[src/rtl/toggle_strobe_rx.sv]
// ---------------------------------------------------------------------------
// toggle_strobe_rx : receive endpoint of a toggle-flag strobe crossing with
//                    a 2-entry valid/ready buffer.            rev 1.0
// ---------------------------------------------------------------------------
`default_nettype none

module toggle_strobe_rx #(
  parameter int WIDTH = 8,
  parameter int DELAY = 2,
  parameter int CNT_W = 16
) (
  input  logic             clk,
  input  logic             rst_n,
  input  logic             req_toggle_in,
  input  logic [WIDTH-1:0] data_in,
  output logic [WIDTH-1:0] data_out,
  output logic             data_valid,
  input  logic             data_ready,
  output logic             ack_toggle_out,
  output logic             overrun,
  input  logic             overrun_clr,
  output logic [CNT_W-1:0] rx_count
);

  localparam int PCW = $clog2(DELAY + 1);

  typedef enum logic {PRIME = 1'b0, RUN = 1'b1} state_t;
  typedef enum logic [1:0] {EMPTY = 2'd0, ONE = 2'd1, FULL = 2'd2} occ_t;

  logic [DELAY-1:0] sync_q, sync_d;
  logic             ref_flag_q, ref_flag_d;
  state_t           state_q, state_d;
  logic [PCW-1:0]   prime_q, prime_d;
  occ_t             occ_q, occ_d;
  logic             wr_ptr_q, wr_ptr_d;
  logic             rd_ptr_q, rd_ptr_d;
  logic [WIDTH-1:0] mem_q [2];
  logic [WIDTH-1:0] mem_d [2];
  logic [WIDTH-1:0] data_out_q, data_out_d;
  logic             data_valid_q, data_valid_d;
  logic             ack_q, ack_d;
  logic             overrun_q, overrun_d;
  logic [CNT_W-1:0] rx_count_q, rx_count_d;

  logic evt, pop, push_ok, drop;

  always_comb begin
    sync_d     = {sync_q[DELAY-2:0], req_toggle_in};
    ref_flag_d = sync_q[DELAY-1];

    // While priming, the reference flop absorbs whatever level the sender left behind.
    state_d = state_q;
    prime_d = prime_q;
    if (state_q == PRIME) begin
      if (prime_q == PCW'(DELAY)) state_d = RUN;
      else                        prime_d = prime_q + 1'b1;
    end

    evt     = (sync_q[DELAY-1] ^ ref_flag_q) && (state_q == RUN);
    pop     = data_valid_q && data_ready;
    push_ok = evt && ((occ_q != FULL) || pop);
    drop    = evt && (occ_q == FULL) && !pop;

    mem_d    = mem_q;
    wr_ptr_d = wr_ptr_q;
    rd_ptr_d = rd_ptr_q;
    occ_d    = occ_q;
    if (push_ok) begin
      mem_d[wr_ptr_q] = data_in;
      wr_ptr_d        = ~wr_ptr_q;
    end
    if (pop) rd_ptr_d = ~rd_ptr_q;

    case ({push_ok, pop})
      2'b10:   occ_d = (occ_q == EMPTY) ? ONE : FULL;
      2'b01:   occ_d = (occ_q == FULL) ? ONE : EMPTY;
      default: occ_d = occ_q;
    endcase

    // Head is registered from next-state pointers so it lines up with data_valid.
    data_valid_d = (occ_d != EMPTY);
    data_out_d   = data_valid_d ? mem_d[rd_ptr_d] : data_out_q;

    ack_d      = ack_q ^ pop;
    overrun_d  = drop | (overrun_q & ~overrun_clr);
    rx_count_d = rx_count_q + CNT_W'(push_ok);
  end

  always_ff @(posedge clk or negedge rst_n) begin
    if (!rst_n) begin
      sync_q       <= '0;
      ref_flag_q   <= 1'b0;
      state_q      <= PRIME;
      prime_q      <= '0;
      occ_q        <= EMPTY;
      wr_ptr_q     <= 1'b0;
      rd_ptr_q     <= 1'b0;
      mem_q[0]     <= '0;
      mem_q[1]     <= '0;
      data_out_q   <= '0;
      data_valid_q <= 1'b0;
      ack_q        <= 1'b0;
      overrun_q    <= 1'b0;
      rx_count_q   <= '0;
    end else begin
      sync_q       <= sync_d;
      ref_flag_q   <= ref_flag_d;
      state_q      <= state_d;
      prime_q      <= prime_d;
      occ_q        <= occ_d;
      wr_ptr_q     <= wr_ptr_d;
      rd_ptr_q     <= rd_ptr_d;
      mem_q        <= mem_d;
      data_out_q   <= data_out_d;
      data_valid_q <= data_valid_d;
      ack_q        <= ack_d;
      overrun_q    <= overrun_d;
      rx_count_q   <= rx_count_d;
    end
  end

  assign data_out       = data_out_q;
  assign data_valid     = data_valid_q;
  assign ack_toggle_out = ack_q;
  assign overrun        = overrun_q;
  assign rx_count       = rx_count_q;

endmodule

`default_nettype wire

[config.mk]
export PLATFORM = sky130hd
export DESIGN_NAME = toggle_strobe_rx
export DESIGN_NICKNAME = d
export VERILOG_FILES = /design/src/rtl/toggle_strobe_rx.sv
export SDC_FILE = /design/constraint.sdc
export NUM_CORES = 1
export LEC_CHECK = 0
export CAP_MARGIN = 10
export CELL_PAD_IN_SITES_DETAIL_PLACEMENT = 1
export CELL_PAD_IN_SITES_GLOBAL_PLACEMENT = 1
export CORE_ASPECT_RATIO = 2
export CORE_MARGIN = 8
export CORE_UTILIZATION = 38
export DETAILED_ROUTE_END_ITERATION = 8
export HOLD_SLACK_MARGIN = 0.05
export PLACE_DENSITY = 0.74
export RECOVER_POWER = 25
export SLEW_MARGIN = 20
export SYNTH_ARGS = -nofsm -noshare
export SYNTH_HDL_FRONTEND = slang
export SYNTH_SLANG_ARGS = --single-unit
[constraint.sdc]
create_clock -name clk -period 2.2 [get_ports clk]
set_clock_uncertainty 0.2 [all_clocks]
set_input_delay 0.22 -clock clk [delete_from_list [all_inputs] [get_ports clk]]
set_output_delay 0.22 -clock clk [all_outputs]
set_load 0.01 [all_outputs]
# Word-level counts from Yosys, hierarchy flattened
# Index checks and enable logic that the tools add are counted.
[word_totals] ff_bits=53 output_inout_bits=27
[classes] addsub=2 n_lt_le_gt_ge=3 eq_ne=5 muxes=13 n_bitwise=11 reduce_logical=11
[op_table] operator="$mux 8" count=4
[op_table] operator="$add 16x1->16" count=1
[op_table] operator="$bwmux 16" count=1
[op_table] operator="$mux 16" count=1
[op_table] operator="$demux 8 s1" count=1
[op_table] operator="$eq 2x2->1 const B" count=3
[op_table] operator="$logic_and 1x1->1" count=6
[op_table] operator="$not 1->1" count=5
[op_table] operator="$ge 2x2->1 const B" count=2
[op_table] operator="$mux 1" count=4
[op_table] operator="$not 1->2" count=2
[op_table] operator="$pmux 2 s2" count=1
[op_table] operator="$add 2x1->2 const B" count=1
[op_table] operator="$eq 2x1->1 const B" count=1
[op_table] operator="$logic_not 2->1" count=1
[op_table] operator="$lt 2x1->1 const B" count=1
[op_table] operator="$mux 2" count=1
[op_table] operator="$ne 2x2->1 const B" count=1
[op_table] operator="$reduce_and 2->1" count=1
[op_table] operator="$reduce_bool 2->1" count=1
[op_table] operator="$xor 1x1->1" count=2
[op_table] operator="$and 1x1->1" count=1
[op_table] operator="$logic_not 1->1" count=1
[op_table] operator="$logic_or 1x1->1" count=1
[op_table] operator="$or 1x1->1" count=1

# Depth between registers and ports, before layout
# Gate-level depths: netlist (run 1).
[depth] word_depth=10 mapped_depth=7 mapped_depth_nobuf=7

# Worst setup path before layout (run 1)
# OpenSTA, ideal clock, no wires.
[synth_timing] path_type="register to register" start="register data_valid_q (netlist: data_valid)" end="register rx_count_q[10] (netlist: rx_count[10])" t_arrival_ns=1.748 required_ns=1.875 slack_ns=0.127 stages_incl_launch_ff=8 synth_period_minus_slack_ns=2.073 path_cell_list="dfrtp_1 nand2_2 a211oi_4 and2_1 ha_1 and3_1 nand4_1 xnor2_1"
[synth_between] elab_chain_cells=4
[synth_rtl] item="start, declared" line_no="40" rtl="logic data_valid_q, data_valid_d;"
[synth_rtl] item="start signal, assigned" line_no="115" rtl="data_valid_q <= data_valid_d;"
[synth_rtl] item="$logic_and 1x1->1" line_no="60" rtl="pop = data_valid_q && data_ready;"
[synth_rtl] item="$logic_or 1x1->1" line_no="61" rtl="push_ok = evt && ((occ_q != FULL) || pop);"
[synth_rtl] item="$logic_and 1x1->1" line_no="61"
[synth_rtl] item="via push_ok" line_no="45" rtl="logic evt, pop, push_ok, drop;"
[synth_rtl] item="$add 16x1->16" line_no="86" rtl="rx_count_d = rx_count_q + CNT_W'(push_ok);"
[synth_rtl] item="via rx_count_d[10]" line_no="43" rtl="logic [CNT_W-1:0] rx_count_q, rx_count_d;"
[synth_rtl] item="end signal, assigned" line_no="118" rtl="rx_count_q <= rx_count_d;"
[synth_rtl] item="end, declared" line_no="43"
# The timed path passes the listed nets, and every way through them passes these cells.
# A chain may end at the register's enable or synchronous reset.

# Final worst setup path (run 1)
[layout_timing] start="register sync_q[1]" end="register rx_count_q[13] (netlist: rx_count[13])"
[layout_between] elab_chain_cells=4
[layout_rtl] item="start, declared" line_no="30" rtl="logic [DELAY-1:0] sync_q, sync_d;"
[layout_rtl] item="start signal, assigned" line_no="106" rtl="sync_q <= sync_d;"
[layout_rtl] item="$xor 1x1->1" line_no="59" rtl="evt = (sync_q[DELAY-1] ^ ref_flag_q) && (state_q == RUN);"
[layout_rtl] item="$logic_and 1x1->1" line_no="59"
[layout_rtl] item="$logic_and 1x1->1" line_no="61"
[layout_rtl] item="via push_ok" line_no="45"
[layout_rtl] item="$add 16x1->16" line_no="86"
[layout_rtl] item="via rx_count_d[13]" line_no="43"
# The timed path passes the listed nets, and every way through them passes these cells.

==> flow_summary.toml, run 1 <==
[clocking]
cts_sinks = 53
path_clk_slew_ns = 0.06
htree_levels = 2
clk_path_buf_depth = 2
cts_inserted_buffers = 5
cts_tree = "done"
cts_root_buf = "clkbuf_16"
clock_latency_ns = 0.29

[die]
die_height_um = 127
chipWidth_um = 71.5
start_util = 0.390
ios = 40
die_area_um2 = 9090
num_rows = 40
core_um2 = 6010

[synth]
synth_area_per_cell_um2 = 12.3
synth_seq_cells = 53
synth_fp_nets = 207
yosys_warnings = 0
yosysUniqueCellTypes = 33
synth_top_area_frac = 0.566
async_flop_share = 1.00
ys_seq_area_frac = 0.566
yosysTopAreaCell = "dfrtp_1"
synth_area_um2 = 2340
syn_inst = 191
synthFlopType = "dfrtp_1"
synth_area_leaders = "dfrtp_1, mux2_1, xnor2_1"
synth_edf_count = 0

[timing]
fin_crit_sh = 0.948
drv_slew = 0
setup_viol = 0
fmax_mhz = 479
fin_setup_tns_ns = 0
worst_slew_pin_slew_ns = 1.32
slew_headroom = 0.117
min_period_ns = 2.09
fin_ws_ns = 0.114
hold_violations = 0

[grt]
grt_overflow = 0
grt_pass1_vias = 1730
antenna_found_initial = 0
grtUsageTotal = 0.121
grt_pass1_wl_um = 8450
grt_max_degree = 32

[job]
cap_viol_max_count = 0

[place]
portBuffers = 39
globalplace.congestion = 0.734
placed_cells = 300
post-place-ws_ns = -0.133
dp_hpwl_um = 3690
postPlaceCellArea_um2 = 2900

[routing]
vias = 1589
first_pass_iters = 4
wirelength_um = 5040
routed_via_density = 5.09
initialDrtViolationCount = 61
wl_per_cell_um = 16.2
ant_nets = 0
drcViolationCount = 0

[cells_and_area]
layout.cells.non_filler = 312
drive_gt1_frac = 0.124
final_nets = 264
area_delta_synth_final_pct = 31.0
diodes = 0
fin_area_um2 = 3070

[critical_path]
worstPathArrival_ns = 2.06
end_kind = "flop"
cp.required_ns = 2.17
critPathLaunchType = "flop"
worstSetupPathType = "reg -> reg"
cp_max_fo = 4
reg2reg_depth = 8

[power_and_ir_drop]
fin_total_pwr_mw = 4.13
max-vdd-ir-drop_v = 0.000585
p_leak_nw = 1.36
p_per_area_nw_per_um2 = 1350

[status]
status = "finished, final reports clean"

[worst_hold_path]
whs_path_depth = 0
min_path_type = "reg -> reg"
path summary, 6_finish.rpt:
check | start | end | slack (ns)
max | sync_q[1] | rx_count[13] | 0.11
min | sync_q[0] | sync_q[1] | 0.15
max reg2reg | sync_q[1] | rx_count[13] | 0.11
min reg2reg | sync_q[0] | sync_q[1] | 0.15
max in group asynchronous | rst_n | mem_q[9] | 0.46
min in group asynchronous | rst_n | rx_count[5] | 0.55
stage by stage:
stage / hold WS, ns / utilization
after floorplan: -0.276 / -
after global placement: 0.0416 / 0.483
after detailed placement: 0.0423 / 0.483
after CTS: 0.156 / 0.507
after global routing: 0.165 / 0.511
final: 0.153 / 0.511
power by group:
group          total [mW]  internal, mW  switching (mW)
Combinational        1.78          1.02           0.757
Clock               0.748         0.424           0.324
Sequential           1.60          1.34           0.264
placed cells by master (no fill, tap or decap), types with 2 or more instances in the layout:
cell,instances
a21oi_1,2
and2_1,8
and2_4,2
and3_1,3
and4_1,2
buf_12,3
buf_4,11
clkbuf_1,4
clkbuf_16,5
clkdlybuf4s50_1,37
dfrtp_1,53
dlygate4sd3_1,2
ha_1,3
inv_1,13
mux2_1,16
mux2i_1,8
nand2_1,11
nand2_2,2
nand3_1,9
nand4_1,2
nor2_1,4
o21ai_0,3
o21ai_1,8
o22ai_1,7
o22ai_2,2
xnor2_1,14
xor2_1,6
critical path, cell delays in order (launching register included):
cell and delay [ns]:
dfrtp_1 0.42, xnor2_1 0.18, a211oi_4 0.27, buf_4 0.18, ha_1 0.14, nand2_1 0.09
nor2_1 0.21, nand3_1 0.13, xnor2_1 0.14
per-layer routing:
metal	up-vias	track usage	routed length, um
li1	758	-	-
met1	796	0.120	1910
met2	28	0.218	2790
met3	7	0.0376	247
met4	0	0.0594	100
met5	-	0	0
final cells by class:
| cell class | instances | area (um2) |
|---|---|---|
| Inverter | 13 | 48.8 |
| Clock buffer | 8 | 136 |
| Tap cell | 63 | 78.8 |
| Sequential cell | 53 | 1330 |
| Timing Repair Buffer | 54 | 537 |
| Multi-Input combinational cell | 121 | 942 |
| Fill cell | 639 | 2940 |
repair_timing:
action / in CTS / in global routing
hold buffers: 1 / 0
buffers inserted: 0 / 3
resized for setup: 0 / 1
endpoints found under the setup margin: 0 / 5
endpoints found under the hold margin: 22 / 0
flip-flops by register name, indices dropped and copies added, names as in the netlist, 2 cells and up:
signal and flops:
sync_q 2, prime_q 2, mem_q 16, occ_q 2
data_out 8, rx_count 16
Yosys cell counts, types with 2 or more instances:
cell / number
and2_4: 2
and4_1: 2
mux2i_1: 8
o21ai_1: 8
nand2_2: 2
mux2_1: 16
o22ai_2: 2
and2_1: 8
xor2_1: 6
dfrtp_1: 53
nand2_1: 11
o21ai_0: 3
nand3_1: 9
inv_1: 13
nand4_1: 2
a21oi_1: 2
nor2_1: 4
ha_1: 3
o22ai_1: 7
and3_1: 4
xnor2_1: 14
kinds of logic after synthesis:
family,after synthesis,synth area share
fa+ha+maj,3,0.0160
xor+xnor,21,0.0865
mux,24,0.111
buf+inv,17,0.0326
flops,53,0.566
compound gates,25,0.0742
simple gates,48,0.114
Note: power is estimated with default switching activity, not from simulation.
==> inputs of run 2 (changes only) <==
clock period = 1.85 ns   (was 2.2 ns; I/O delays follow)
==> run 2 against run 1 <==
Against the previous run: the flow now finishes with violations (negative setup slack); sequential cell count is the same; register-to-register slack worse by 0.27 ns; worst setup slack worse by 0.27 ns; first-iteration DRC count grew 23%; combinational power grew 51%; cell area increased by 9.1%; count of clock-buffer cells in the layout decreased by 3; non-clock buffer count increased by 15.
==> flow_summary.toml, run 2 (same netlist as run 1, synthesis figures left out) <==
[critical_path]
cp_max_fo = 4
timing.rr.end = "rx_count[10]"
worstSetupPathType = "reg -> reg"
end_kind = "flop"
critPathLaunchType = "flop"
rrSetupSlack_ns = -0.16
crit_chain = "xnor2_2, a211oi_4, and2_1, ha_2, and3_4, nand4_1, xnor2_1"
cpMaxStageDelayCell = "dfrtp_1"
crit_path_max_incr_delay_ns = 0.43
cp.required_ns = 1.83
worstPathArrival_ns = 1.99
reg2reg_depth = 7
worst_r2r_startpoint = "sync_q[1]"

[place]
placed_cells = 313
postPlaceCellArea_um2 = 3000
globalplace.congestion = 0.841
portBuffers = 39
dp_hpwl_um = 4100

[cells_and_area]
drive_gt1_frac = 0.295
layout_common_cells = "dfrtp_1, clkdlybuf4s50_1, buf_4"
layout.cells.non_filler = 327
layout_commonest_cell = "dfrtp_1"
diodes = 0
area_delta_synth_final_pct = 42.9
fin_area_um2 = 3350
final_nets = 279

[job]
cap_viol_max_count = 0

[status]
status = "complete, but fails checks"
violations = "negative setup slack"

[clocking]
cts_sinks = 53
path_clk_slew_ns = 0.07
clock_latency_ns = 0.29
clk_path_buf_depth = 2
cts_inserted_buffers = 5
cts_tree = "done"
htree_levels = 2
cts_root_buf = "clkbuf_16"

[power_and_ir_drop]
p_per_area_nw_per_um2 = 1640
max-vdd-ir-drop_v = 0.000882
p_leak_nw = 1.53
fin_total_pwr_mw = 5.49

[die]
core_um2 = 6010
start_util = 0.390
ios = 40
die_height_um = 127
chipWidth_um = 71.5
die_area_um2 = 9090
num_rows = 40

[routing]
vias = 1675
routed_via_density = 5.12
drcViolationCount = 0
initialDrtViolationCount = 75
wl_per_cell_um = 17.9
ant_nets = 0
wirelength_um = 5850
first_pass_iters = 3

[timing]
fin_ws_ns = -0.159
slew_headroom = 0.397
hold_ws_ns = 0.149
worst_slew_pin_slew_ns = 0.905
hold_violations = 0
min_period_ns = 2.01
rsz0062_at_grt = "yes"
fin_setup_tns_ns = -2.35
drv_slew = 0
setup_viol = 31
fmax_mhz = 498
fin_crit_sh = 1.09

[grt]
grtUsageTotal = 0.141
grt_max_degree = 22
grt_pass1_wl_um = 9870
grt_overflow = 0
grt_pass1_vias = 1953
antenna_found_initial = 0

[worst_hold_path]
whs_path_depth = 0
holdCritStartpoint = "sync_q[0]"
hold_end = "sync_q[1]"
min_path_type = "reg -> reg"
-- run 2: cell count changes in the layout (fill, tap and decap cells not counted), sizes merged --
| cell | previous run | this run |
|---|---|---|
| buf | 14 | 28 |
| clkinv | 0 | 2 |
| clkinvlp | 0 | 1 |
| clkbuf | 9 | 7 |
-- run 2: worst max path at each step --
stage / startpoint / endpoint / slack, ns / cells past startpoint
detailed placement: data_ready / rx_count[13] / -0.52 / 9
floorplan: data_valid / rx_count[10] / -0.14 / 7
global placement: data_ready / rx_count[13] / -0.51 / 9
CTS: sync_q[1] / rx_count[13] / -0.20 / 8
finish: sync_q[1] / rx_count[10] / -0.16 / 7
global route: sync_q[1] / rx_count[10] / -0.22 / 7
-- run 2: layout make-up --
cell class | instances | area (um2)
inverter | 13 | 48.8
timing repair buffer | 69 | 661
sequential | 53 | 1330
tap | 63 | 78.8
fill | 628 | 2660
multi-input combinational | 121 | 1090
clock inverter | 3 | 17.5
clock buffer | 5 | 125
-- run 2: timing repair --
| action | in CTS | in global routing |
|---|---|---|
| buffers inserted | 3 | 2 |
| resized for setup | 27 | 11 |
| endpoints found under the hold margin | 53 | 0 |
| pin swaps | 4 | 9 |
| setup endpoints to repair | 37 | 38 |
| hold buffers | 1 | 0 |
-- run 2: critical path: cells and delay by family (launching register included) --
family                     cells  cell delay [ns]
xor gates and xnor gates       2             0.32
AOI/OAI and AO/OA              1             0.26
and+or+nand+nor                3             0.49
DFF                            1             0.43
adders and majority gates      1             0.19
-- run 2: metal layers --
| layer | wire length [um] | vias to the layer above | global-route usage |
|---|---|---|---|
| met1 | 2220 | 845 | 0.146 |
| met3 | 164 | 11 | 0.0329 |
| met2 | 3300 | 34 | 0.255 |
| met5 | 0 | - | 0 |
| li1 | - | 785 | - |
| met4 | 165 | 0 | 0.0691 |
-- run 2: report_power, final --
| part | internal [mW] | switching, mW |
|---|---|---|
| clock network | 0.497 | 0.418 |
| logic | 1.58 | 1.10 |
| registers | 1.59 | 0.292 |
-- run 2: per-stage QoR --
step	util	setup WS, ns
2_1_floorplan	-	-0.138
3_3_place_gp	0.500	-0.511
3_5_place_dp	0.500	-0.515
4_1_cts	0.550	-0.203
5_1_grt	0.558	-0.222
6_report	0.558	-0.159
==> inputs of run 3 (changes only) <==
==> constraint.sdc (replaced) <==
create_clock -name clk -period 1.85 [get_ports clk]
set_clock_uncertainty 0.2 [all_clocks]
set_input_delay 0.555 -clock clk [delete_from_list [all_inputs] [get_ports clk]]
set_output_delay 0.555 -clock clk [all_outputs]
set_load 0.01 [all_outputs]
==> run 3 against run 2 <==
Against the previous run: the run still ends with negative setup slack left; die area unchanged; combinational power increased by 35%; sequential power barely moved; critical endpoint is now data_out[4].
==> flow_summary.toml, run 3 (same netlist as run 1, synthesis figures left out) <==
[place]
dp_hpwl_um = 4350
placed_cells = 321
portBuffers = 39
globalplace.congestion = 0.766
post-place-ws_ns = -0.805

[routing]
vias = 1799
initialDrtViolationCount = 44
routed_via_density = 5.29
wirelength_um = 7270
first_pass_iters = 4
wl_per_cell_um = 21.4
drcViolationCount = 0
ant_nets = 0

[die]
num_rows = 40
die_height_um = 127
start_util = 0.390
core_um2 = 6010
chipWidth_um = 71.5
die_area_um2 = 9090
ios = 40

[cells_and_area]
diodes = 0
final_nets = 294
layout_common_cells = "dfrtp_1, buf_4, dlygate4sd2_1"
fillers = 581
area_delta_synth_final_pct = 59.3
drive_gt1_frac = 0.437
layout_commonest_cell = "dfrtp_1"
layout.cells.non_filler = 340

[critical_path]
worstSetupPathType = "reg -> reg"
worstPathArrival_ns = 1.94
cp.required_ns = 1.82
critPathLaunchType = "flop"
end_kind = "flop"
cp_max_fo = 9

[power_and_ir_drop]
p_per_area_nw_per_um2 = 1710
max-vdd-ir-drop_v = 0.00107
p_leak_nw = 1.81

[grt]
grt_pass1_vias = 2039
grt_overflow = 0
grt_pass1_wl_um = 10200
grt_max_degree = 24
antenna_found_initial = 0
grtUsageTotal = 0.145

[clocking]
cts_root_buf = "clkbuf_16"
cts_inserted_buffers = 5
cts_tree = "done"
cts_sinks = 53
path_clk_slew_ns = 0.07
clock_latency_ns = 0.29
clk_path_buf_depth = 2
htree_levels = 2

[timing]
fin_crit_sh = 1.07
fmax_mhz = 506
min_period_ns = 1.97
slew_headroom = 0.448
hold_violations = 0
drv_slew = 0
worst_slew_pin_slew_ns = 0.829
fin_ws_ns = -0.125
fin_setup_tns_ns = -1.14
rsz0062_at_grt = "yes"
setup_viol = 24

[worst_hold_path]
min_path_type = "reg -> reg"

[status]
violations = "negative setup slack"
status = "complete, but fails checks"

[job]
cap_viol_max_count = 0
[run 3: cell types whose count changed in the layout (fill, tap and decap cells not counted), sizes merged]
| cell | change |
|---|---|
| clkdlybuf4s50 | -28 |
| clkinv | -1 |
| clkdlybuf4s15 | +1 |
| clkinvlp | -1 |
| clkbuf | +1 |
| buf | +15 |
| dlygate4sd2 | +26 |
[run 3: metal layers]
layer / global-route usage / routed length, um / vias to the layer above
li1: - / - / 820
met1: 0.141 / 2470 / 909
met2: 0.287 / 4240 / 49
met3: 0.0235 / 232 / 21
met4: 0.0545 / 322 / 0
met5: 0 / 0 / -
[run 3: report_power, final]
group / leakage, nW / switching [mW] / internal, mW
clock network: 0.0655 / 0.397 / 0.485
registers: 0.644 / 0.272 / 1.60
logic: 1.10 / 1.60 / 2.03
total: 1.81 / 2.27 / 4.11
[run 3: timing repair]
action | in CTS | in global routing
endpoints found under the hold margin | 11 | 0
resized for setup | 78 | 31
gates cloned | 1 | 2
endpoints found under the setup margin | 69 | 35
buffers inserted | 4 | 6
pin swaps | 11 | 24
hold buffers | 1 | 0
[run 3: metrics by stage]
stage	hold WS, ns	area (um2)	util	total power, mW
3_3_place_gp	0.132	3130	0.522	4.40
4_1_cts	0.155	3470	0.578	5.75
2_1_floorplan	0.0594	2390	-	3.27
5_1_grt	0.171	3730	0.621	6.68
3_5_place_dp	0.140	3130	0.522	4.50
6_report	0.156	3730	0.621	6.38
[run 3: final timing paths]
| path | cells past startpoint | end | startpoint | slack (ns) |
|---|---|---|---|---|
| setup / recovery | 8 | data_out[4] | data_valid | -0.12 |
| hold / removal | 0 | sync_q[1] | sync_q[0] | 0.16 |
| setup reg to reg | 8 | data_out[4] | data_valid | -0.12 |
| hold reg to reg | 0 | sync_q[1] | sync_q[0] | 0.16 |
| max in group asynchronous | 3 | data_valid | rst_n | 0.10 |
| min in group asynchronous | 2 | data_out[2] | rst_n | 0.68 |
[run 3: layout make-up]
type                    count  area [um2]  area share
clock buffers               5         125      0.0335
flip-flops and latches     53        1330       0.356
well taps                  63        78.8      0.0211
inverters                  13        48.8      0.0131
clock inverters             1        5.00     0.00134
multi-input cells         121        1320       0.354
repair buffers             84         826       0.221
[run 3: worst max-delay path, cell delays in order (launching register included)]
cell and delay, ns:
dfrtp_2 0.41, buf_6 0.13, nand2_8 0.06, buf_4 0.13, xor2_4 0.18, buf_12 0.16
mux2i_1 0.30, and2_4 0.21, o22ai_2 0.07
